## src/rtl/fetch_pkg.sv

```systemverilog
// Shared definitions for the fetch unit: FSM state encoding, fetch region
// codes, default address map and the address-region decoder.
package fetch_pkg;

  // FSM state codes as seen on the state output
  typedef enum logic [1:0] {
    ST_LOAD = 2'd0,
    ST_RUN  = 2'd1,
    ST_HALT = 2'd2
  } state_e;

  // Which backing store answered a fetch
  typedef enum logic [1:0] {
    RGN_ROM  = 2'd0,
    RGN_RAM  = 2'd1,
    RGN_IO   = 2'd2,
    RGN_NONE = 2'd3
  } region_e;

  // Default address map
  localparam int DEF_DATA_W   = 8;
  localparam int DEF_ADDR_W   = 8;
  localparam int DEF_ROM_TOP  = 'h7F;
  localparam int DEF_RAM_BASE = 'h80;
  localparam int DEF_RAM_TOP  = 'hDF;
  localparam int DEF_IO_BASE  = 'hF0;
  localparam int DEF_N_PORTS  = 16;

  // Map an address onto a region; ROM starts at address 0.
  function automatic region_e decode_region(
    input int addr,
    input int rom_top,
    input int ram_base,
    input int ram_top,
    input int io_base,
    input int n_ports
  );
    if (addr <= rom_top)
      return RGN_ROM;
    else if (addr >= ram_base && addr <= ram_top)
      return RGN_RAM;
    else if (addr >= io_base && addr < io_base + n_ports)
      return RGN_IO;
    else
      return RGN_NONE;
  endfunction

endpackage

```

## src/rtl/fetch_sync_ram.sv

```systemverilog
// Single-port-write, single-port-read synchronous RAM. The read is
// registered and read-first: a read and a write to the same word in one
// cycle return the word's previous contents. Contents have no reset.
module fetch_sync_ram #(
  parameter int DATA_W = 8,
  parameter int DEPTH  = 128,
  parameter int AW     = 7
) (
  input  logic              clk,
  input  logic              i_we,
  input  logic [AW-1:0]     i_waddr,
  input  logic [DATA_W-1:0] i_wdata,
  input  logic              i_re,
  input  logic [AW-1:0]     i_raddr,
  output logic [DATA_W-1:0] o_rdata
);

  logic [DATA_W-1:0] r_mem [DEPTH];
  logic [DATA_W-1:0] r_rdata;

  // Write port
  always_ff @(posedge clk) begin
    if (i_we)
      r_mem[i_waddr] <= i_wdata;
  end

  // Registered read port; holds its last word while i_re is low
  always_ff @(posedge clk) begin
    if (i_re)
      r_rdata <= r_mem[i_raddr];
  end

  assign o_rdata = r_rdata;

endmodule

```

## src/rtl/fetch_unit.sv

```systemverilog
// Program-counter driven fetch unit with a LOAD/RUN/HALT controller.
// Fetches come from ROM, RAM, memory-mapped input ports, or an unmapped
// hole (which returns zero with bus_err). Every region has one cycle of
// latency: the result appears on the clock edge that ends the issue cycle.
module fetch_unit
  import fetch_pkg::*;
#(
  parameter int DATA_W   = DEF_DATA_W,
  parameter int ADDR_W   = DEF_ADDR_W,
  parameter int ROM_TOP  = DEF_ROM_TOP,
  parameter int RAM_BASE = DEF_RAM_BASE,
  parameter int RAM_TOP  = DEF_RAM_TOP,
  parameter int IO_BASE  = DEF_IO_BASE,
  parameter int N_PORTS  = DEF_N_PORTS
) (
  input  logic                      clk,
  input  logic                      rst,
  input  logic                      start,
  input  logic                      halt,
  input  logic                      stall,
  input  logic                      jump_en,
  input  logic [ADDR_W-1:0]         jump_addr,
  input  logic                      prog_we,
  input  logic [ADDR_W-1:0]         prog_addr,
  input  logic [DATA_W-1:0]         prog_data,
  input  logic                      mem_we,
  input  logic [ADDR_W-1:0]         mem_addr,
  input  logic [DATA_W-1:0]         mem_wdata,
  input  logic [N_PORTS*DATA_W-1:0] port_in,
  output logic [ADDR_W-1:0]         pc,
  output logic [DATA_W-1:0]         data_out,
  output logic [ADDR_W-1:0]         fetch_addr,
  output logic                      data_valid,
  output logic                      bus_err,
  output logic                      wr_err,
  output logic [1:0]                state
);

  localparam int ROM_DEPTH = ROM_TOP + 1;
  localparam int ROM_AW    = (ROM_DEPTH > 1) ? $clog2(ROM_DEPTH) : 1;
  localparam int RAM_DEPTH = RAM_TOP - RAM_BASE + 1;
  localparam int RAM_AW    = (RAM_DEPTH > 1) ? $clog2(RAM_DEPTH) : 1;

  // Registered state
  state_e            r_state;
  logic [ADDR_W-1:0] r_pc;
  logic [ADDR_W-1:0] r_fetch_addr;
  region_e           r_sel;
  logic [DATA_W-1:0] r_io_data;
  logic              r_valid;
  logic              r_bus_err;
  logic              r_wr_err;

  // Combinational helpers
  logic              w_issue;
  region_e           w_region;
  logic              w_prog_in_rom;
  logic              w_mem_in_ram;
  logic              w_rom_we;
  logic              w_ram_we;
  logic              w_prog_rej;
  logic              w_mem_rej;
  logic [ADDR_W-1:0] w_io_off;
  logic [DATA_W-1:0] w_io_word;
  logic [DATA_W-1:0] w_rom_rdata;
  logic [DATA_W-1:0] w_ram_rdata;
  logic [DATA_W-1:0] w_ports [N_PORTS];

  // Fetch issue and region decode of the current pc
  assign w_issue  = !rst && (r_state == ST_RUN) && !stall;
  assign w_region = decode_region(int'(r_pc), ROM_TOP, RAM_BASE, RAM_TOP,
                                  IO_BASE, N_PORTS);

  // Write-port qualification; prog_we only counts while loading
  assign w_prog_in_rom = (int'(prog_addr) <= ROM_TOP);
  assign w_mem_in_ram  = (int'(mem_addr) >= RAM_BASE) && (int'(mem_addr) <= RAM_TOP);
  assign w_rom_we      = !rst && (r_state == ST_LOAD) && prog_we && w_prog_in_rom;
  assign w_ram_we      = !rst && mem_we && w_mem_in_ram;
  assign w_prog_rej    = (r_state == ST_LOAD) && prog_we && !w_prog_in_rom;
  assign w_mem_rej     = mem_we && !w_mem_in_ram;

  // Unflatten the input-port bus
  for (genvar gi = 0; gi < N_PORTS; gi++) begin : g_port
    assign w_ports[gi] = port_in[gi*DATA_W +: DATA_W];
  end

  assign w_io_off = r_pc - ADDR_W'(IO_BASE);

  // Select the input port addressed by pc
  always_comb begin
    w_io_word = '0;
    for (int k = 0; k < N_PORTS; k++) begin
      if (w_io_off == ADDR_W'(k))
        w_io_word = w_ports[k];
    end
  end

  fetch_sync_ram #(
    .DATA_W (DATA_W),
    .DEPTH  (ROM_DEPTH),
    .AW     (ROM_AW)
  ) u_rom (
    .clk     (clk),
    .i_we    (w_rom_we),
    .i_waddr (ROM_AW'(prog_addr)),
    .i_wdata (prog_data),
    .i_re    (w_issue && (w_region == RGN_ROM)),
    .i_raddr (ROM_AW'(r_pc)),
    .o_rdata (w_rom_rdata)
  );

  fetch_sync_ram #(
    .DATA_W (DATA_W),
    .DEPTH  (RAM_DEPTH),
    .AW     (RAM_AW)
  ) u_ram (
    .clk     (clk),
    .i_we    (w_ram_we),
    .i_waddr (RAM_AW'(mem_addr - ADDR_W'(RAM_BASE))),
    .i_wdata (mem_wdata),
    .i_re    (w_issue && (w_region == RGN_RAM)),
    .i_raddr (RAM_AW'(r_pc - ADDR_W'(RAM_BASE))),
    .o_rdata (w_ram_rdata)
  );

  // Controller: halt wins over start while running
  always_ff @(posedge clk) begin
    if (rst) begin
      r_state <= ST_LOAD;
    end else begin
      case (r_state)
        ST_LOAD: if (start) r_state <= ST_RUN;
        ST_RUN:  if (halt)  r_state <= ST_HALT;
        ST_HALT: if (start) r_state <= ST_RUN;
        default: r_state <= ST_LOAD;
      endcase
    end
  end

  // PC advance, fetch bookkeeping and error flags
  always_ff @(posedge clk) begin
    if (rst) begin
      r_pc         <= '0;
      r_fetch_addr <= '0;
      r_sel        <= RGN_NONE;
      r_io_data    <= '0;
      r_valid      <= 1'b0;
      r_bus_err    <= 1'b0;
      r_wr_err     <= 1'b0;
    end else begin
      r_wr_err  <= w_prog_rej | w_mem_rej;
      r_valid   <= w_issue;
      r_bus_err <= w_issue && (w_region == RGN_NONE);
      if (w_issue) begin
        r_fetch_addr <= r_pc;
        r_sel        <= w_region;
        if (w_region == RGN_IO)
          r_io_data <= w_io_word;
        r_pc <= jump_en ? jump_addr : r_pc + ADDR_W'(1);
      end
    end
  end

  // Result mux over registered sources. The RAM read registers only load on
  // an issue, and r_sel resets to NONE, so data_out holds while idle and
  // reads zero after reset without having to reset the memory outputs.
  always_comb begin
    data_out = '0;
    case (r_sel)
      RGN_ROM:  data_out = w_rom_rdata;
      RGN_RAM:  data_out = w_ram_rdata;
      RGN_IO:   data_out = r_io_data;
      default:  data_out = '0;
    endcase
  end

  assign pc         = r_pc;
  assign fetch_addr = r_fetch_addr;
  assign data_valid = r_valid;
  assign bus_err    = r_bus_err;
  assign wr_err     = r_wr_err;
  assign state      = r_state;

endmodule

```

## config.mk

```make
export PLATFORM = sky130hd
export DESIGN_NAME = fetch_unit
export DESIGN_NICKNAME = d
export VERILOG_FILES = /design/src/rtl/fetch_pkg.sv /design/src/rtl/fetch_sync_ram.sv /design/src/rtl/fetch_unit.sv
export SDC_FILE = /design/constraint.sdc
export NUM_CORES = 2
export LEC_CHECK = 0
export ABC_AREA = 1
export ABC_CLOCK_PERIOD_IN_PS = 3960
export CAP_MARGIN = 20
export CORE_MARGIN = 2
export CORE_UTILIZATION = 30
export DETAILED_ROUTE_END_ITERATION = 10
export PLACE_DENSITY = 0.46
export SYNTH_ARGS = -nofsm -noshare
export SYNTH_HDL_FRONTEND = slang
export SYNTH_SLANG_ARGS = --single-unit
```

## constraint.sdc

```tcl
create_clock -name clk -period 3.96 [get_ports clk]
set_input_delay 1.188 -clock clk [delete_from_list [all_inputs] [get_ports clk]]
set_output_delay 1.188 -clock clk [all_outputs]
set_load 0.005 [all_outputs]
```

==> results.yml <==
status:
  outcome: "finished clean"
grt:
  grt_pass1_vias: 50800
  antenna_found_initial: 15
  grt.overflow.total: 0
  grt_max_degree: 131
  grt_pass1_wl_um: 360000
  grt_usage: 0.195
worst_setup_path:
  crit_type: "register to primary output"
  worstPathMaxFanout: 8
  critPathCaptureType: "primary output"
  start_kind: "register"
  r2r_setup_slack_ps: 480
  critPathMaxStageDelay_ps: 570
  path_cells: "nor2_1 -> nand2_1 -> nand3_1 -> clkdlybuf4s50_1"
  critPathRequiredTime_ps: 2770
  crit_arrival_ps: 2420
  crit_slowest_cell: "clkdlybuf4s50_1"
sta:
  post-route-min-period_ps: 3610
  maxSlewHeadroom: 0.218
  fin_skew_ps: 34.8
  finalCritPeriodShare: 0.912
  hold_violations: 0
  worst_pin_slew_ps: 1170
  slew_viol_final: 0
  setup_viol: 0
  fmax_ghz: 0.277
  rsz0062_at_grt: "no"
  finalSetupTns_ps: 0
yosys:
  synth_warnings: 0
  synth_seq_area_share: 0.744
  syn_area_per_cell_um2: 12.6
  synth_most_common_cell: "edfxtp_1"
  synth_common_cells: "edfxtp_1, nor2_1, o21ai_0"
  synthArstFlopShare: 0
  syn_nets: 6060
  synth.distinct_cells: 45
  netlist_instances: 5880
  synth_area_um2: 73800
  synth.largest_area_cell: "edfxtp_1"
  synth_area_leaders: "edfxtp_1, o21ai_0, nor2_1"
  synth_ff_type: "edfxtp_1"
  ys_ff_latch: 1839
  netlist.area_leader.share: 0.736
  synth-edff-count: 1808
pwr:
  cellLeakagePower_nw: 29.3
  p_per_area_nw_per_um2: 478
  design_power_total_mw: 42.5
  vdd_drop_max_v: 0.000376
finish:
  drive_above_1_share: 0.128
  fillCellCount: 23700
  area_growth_pct: 20.3
  multi_input_area_um2: 16700
  final_nets: 6552
  fin_area_um2: 88800
  seq_area_um2: 54900
cts:
  cts_tree: "yes"
  cts_hold_buf: 0
  h-tree-depth: 4
  clock_latency_ps: 850
  cts.repair.resized: 0
  numCtsBuffers: 188
  cts_setup_buffers: 0
  clk_path_buf_depth: 3
  cts_root_buffer: "clkbuf_16"
  cts.reportedPaths.clkPinSlew_ps: 60
  clock_sinks: 1839
floorplan:
  dieWidth_um: 500
  die_h_um: 500
  floorplan.rows: 182
  ios: 205
  dieArea_um2: 250000
  coreArea_um2: 245000
  start_util: 0.301
flow_run:
  cap_violations: 0
drt:
  vias: 50800
  wirelength_um: 250000
  antenna_left: 0
  drt_iter0_markers: 5899
  avgViaCountPerCell: 5.21
  drt_drc_violations_left: 0
  detail_route.wl_per_cell_um: 25.6
  drt_first_pass_iters: 5
min_path:
  hold_class: "register to register"
place:
  portBuffers: 204
  place_area_um2: 82700
  place_congestion: 0.898
  hpwl_um: 161000
-- where the power goes --
| part | total, mW | internal (mW) | leakage [nW] | switching [mW] |
|---|---|---|---|---|
| registers | 21.4 | 21.4 | 16.5 | 0.0247 |
| logic | 3.26 | 0.958 | 9.82 | 2.30 |
| clock network | 17.8 | 10.1 | 2.99 | 7.67 |
-- cell type report --
type                       count  share of cell area
sequential                  1839               0.619
multi-input combinational   3502               0.189
timing repair buffer         697              0.0722
clock buffer                 218              0.0554
tap                         3220              0.0454
clock inverter               124              0.0134
inverter                     144             0.00631
antenna                        4            0.000113
-- final timing paths --
kind / cells past startpoint / startpoint / to
hold / removal: 2 / state[1]$_SDFFE_PP0P_ / state[1]$_SDFFE_PP0P_
setup reg to reg: 9 / pc[3]$_SDFFE_PP0P_ / u_rom.o_rdata[5]$_DFFE_PP_
setup / recovery: 4 / r_sel[1]$_SDFFE_PP1P_ / data_out[0]
hold reg to reg: 2 / state[1]$_SDFFE_PP0P_ / state[1]$_SDFFE_PP0P_
-- critical path: cells and delay by family, from the launching register on --
| kind | cells | cell delay, ps |
|---|---|---|
| buf+inv | 1 | 570 |
| simple gates | 3 | 680 |
| flops | 1 | 330 |
-- flip-flops by register name, indices dropped and copies added (netlist names) --
register and count:
bus_err 1, wr_err 1, u_rom.r_mem 1024, r_sel 2, data_valid 1, r_io_data 8, u_rom.o_rdata 8, u_ram.r_mem 768
pc 8, u_ram.o_rdata 8, state 2, fetch_addr 8
-- metrics by stage --
| stage | hold slack (ps) | cells | worst slack (ps) | utilization |
|---|---|---|---|---|
| 3_3_place_gp | 494 | 9402 | 121 | 0.337 |
| 4_1_cts | 510 | 9744 | 255 | 0.362 |
| 2_1_floorplan | 445 | 5880 | 946 | - |
| 3_5_place_dp | 501 | 9402 | 150 | 0.337 |
| 6_report | 512 | 9748 | 349 | 0.362 |
| 5_1_grt | 558 | 9746 | 148 | 0.362 |
-- layer usage --
layer | vias up | wire (um) | track usage
met5 | - | 50 | 0
met4 | 8 | 6990 | 0.0574
met3 | 351 | 16900 | 0.0336
met2 | 1941 | 115000 | 0.311
met1 | 25800 | 111000 | 0.271
li1 | 22700 | - | -
-- cell usage in the layout, fill, tap and decap left out, types with 8 or more instances in the layout --
| cell | instances |
|---|---|
| a21oi_1 | 59 |
| a221oi_1 | 44 |
| a22o_1 | 47 |
| a41oi_1 | 29 |
| buf_12 | 55 |
| buf_4 | 448 |
| bufinv_16 | 19 |
| clkbuf_1 | 25 |
| clkbuf_16 | 193 |
| clkdlybuf4s50_1 | 188 |
| clkinv_1 | 45 |
| clkinv_2 | 43 |
| clkinvlp_4 | 8 |
| dfxtp_1 | 28 |
| edfxtp_1 | 1808 |
| inv_1 | 118 |
| inv_2 | 18 |
| nand2_1 | 515 |
| nand3_1 | 62 |
| nand4_1 | 47 |
| nor2_1 | 1177 |
| nor3_1 | 12 |
| o21ai_0 | 964 |
| o21ai_1 | 11 |
| o221ai_1 | 8 |
| o22ai_1 | 456 |
| or2_2 | 8 |
-- cell families after synthesis --
group	count (synthesis)	synth area share
and+or+nand+nor	1856	0.0998
DFF	1839	0.744
AOI/OAI and AO/OA	1638	0.126
buffers and inverters	539	0.0293
xor gates and xnor gates	4	0.000475
adders and majority gates	4	0.000678
No activity file was read; power rests on OpenSTA's default activity.
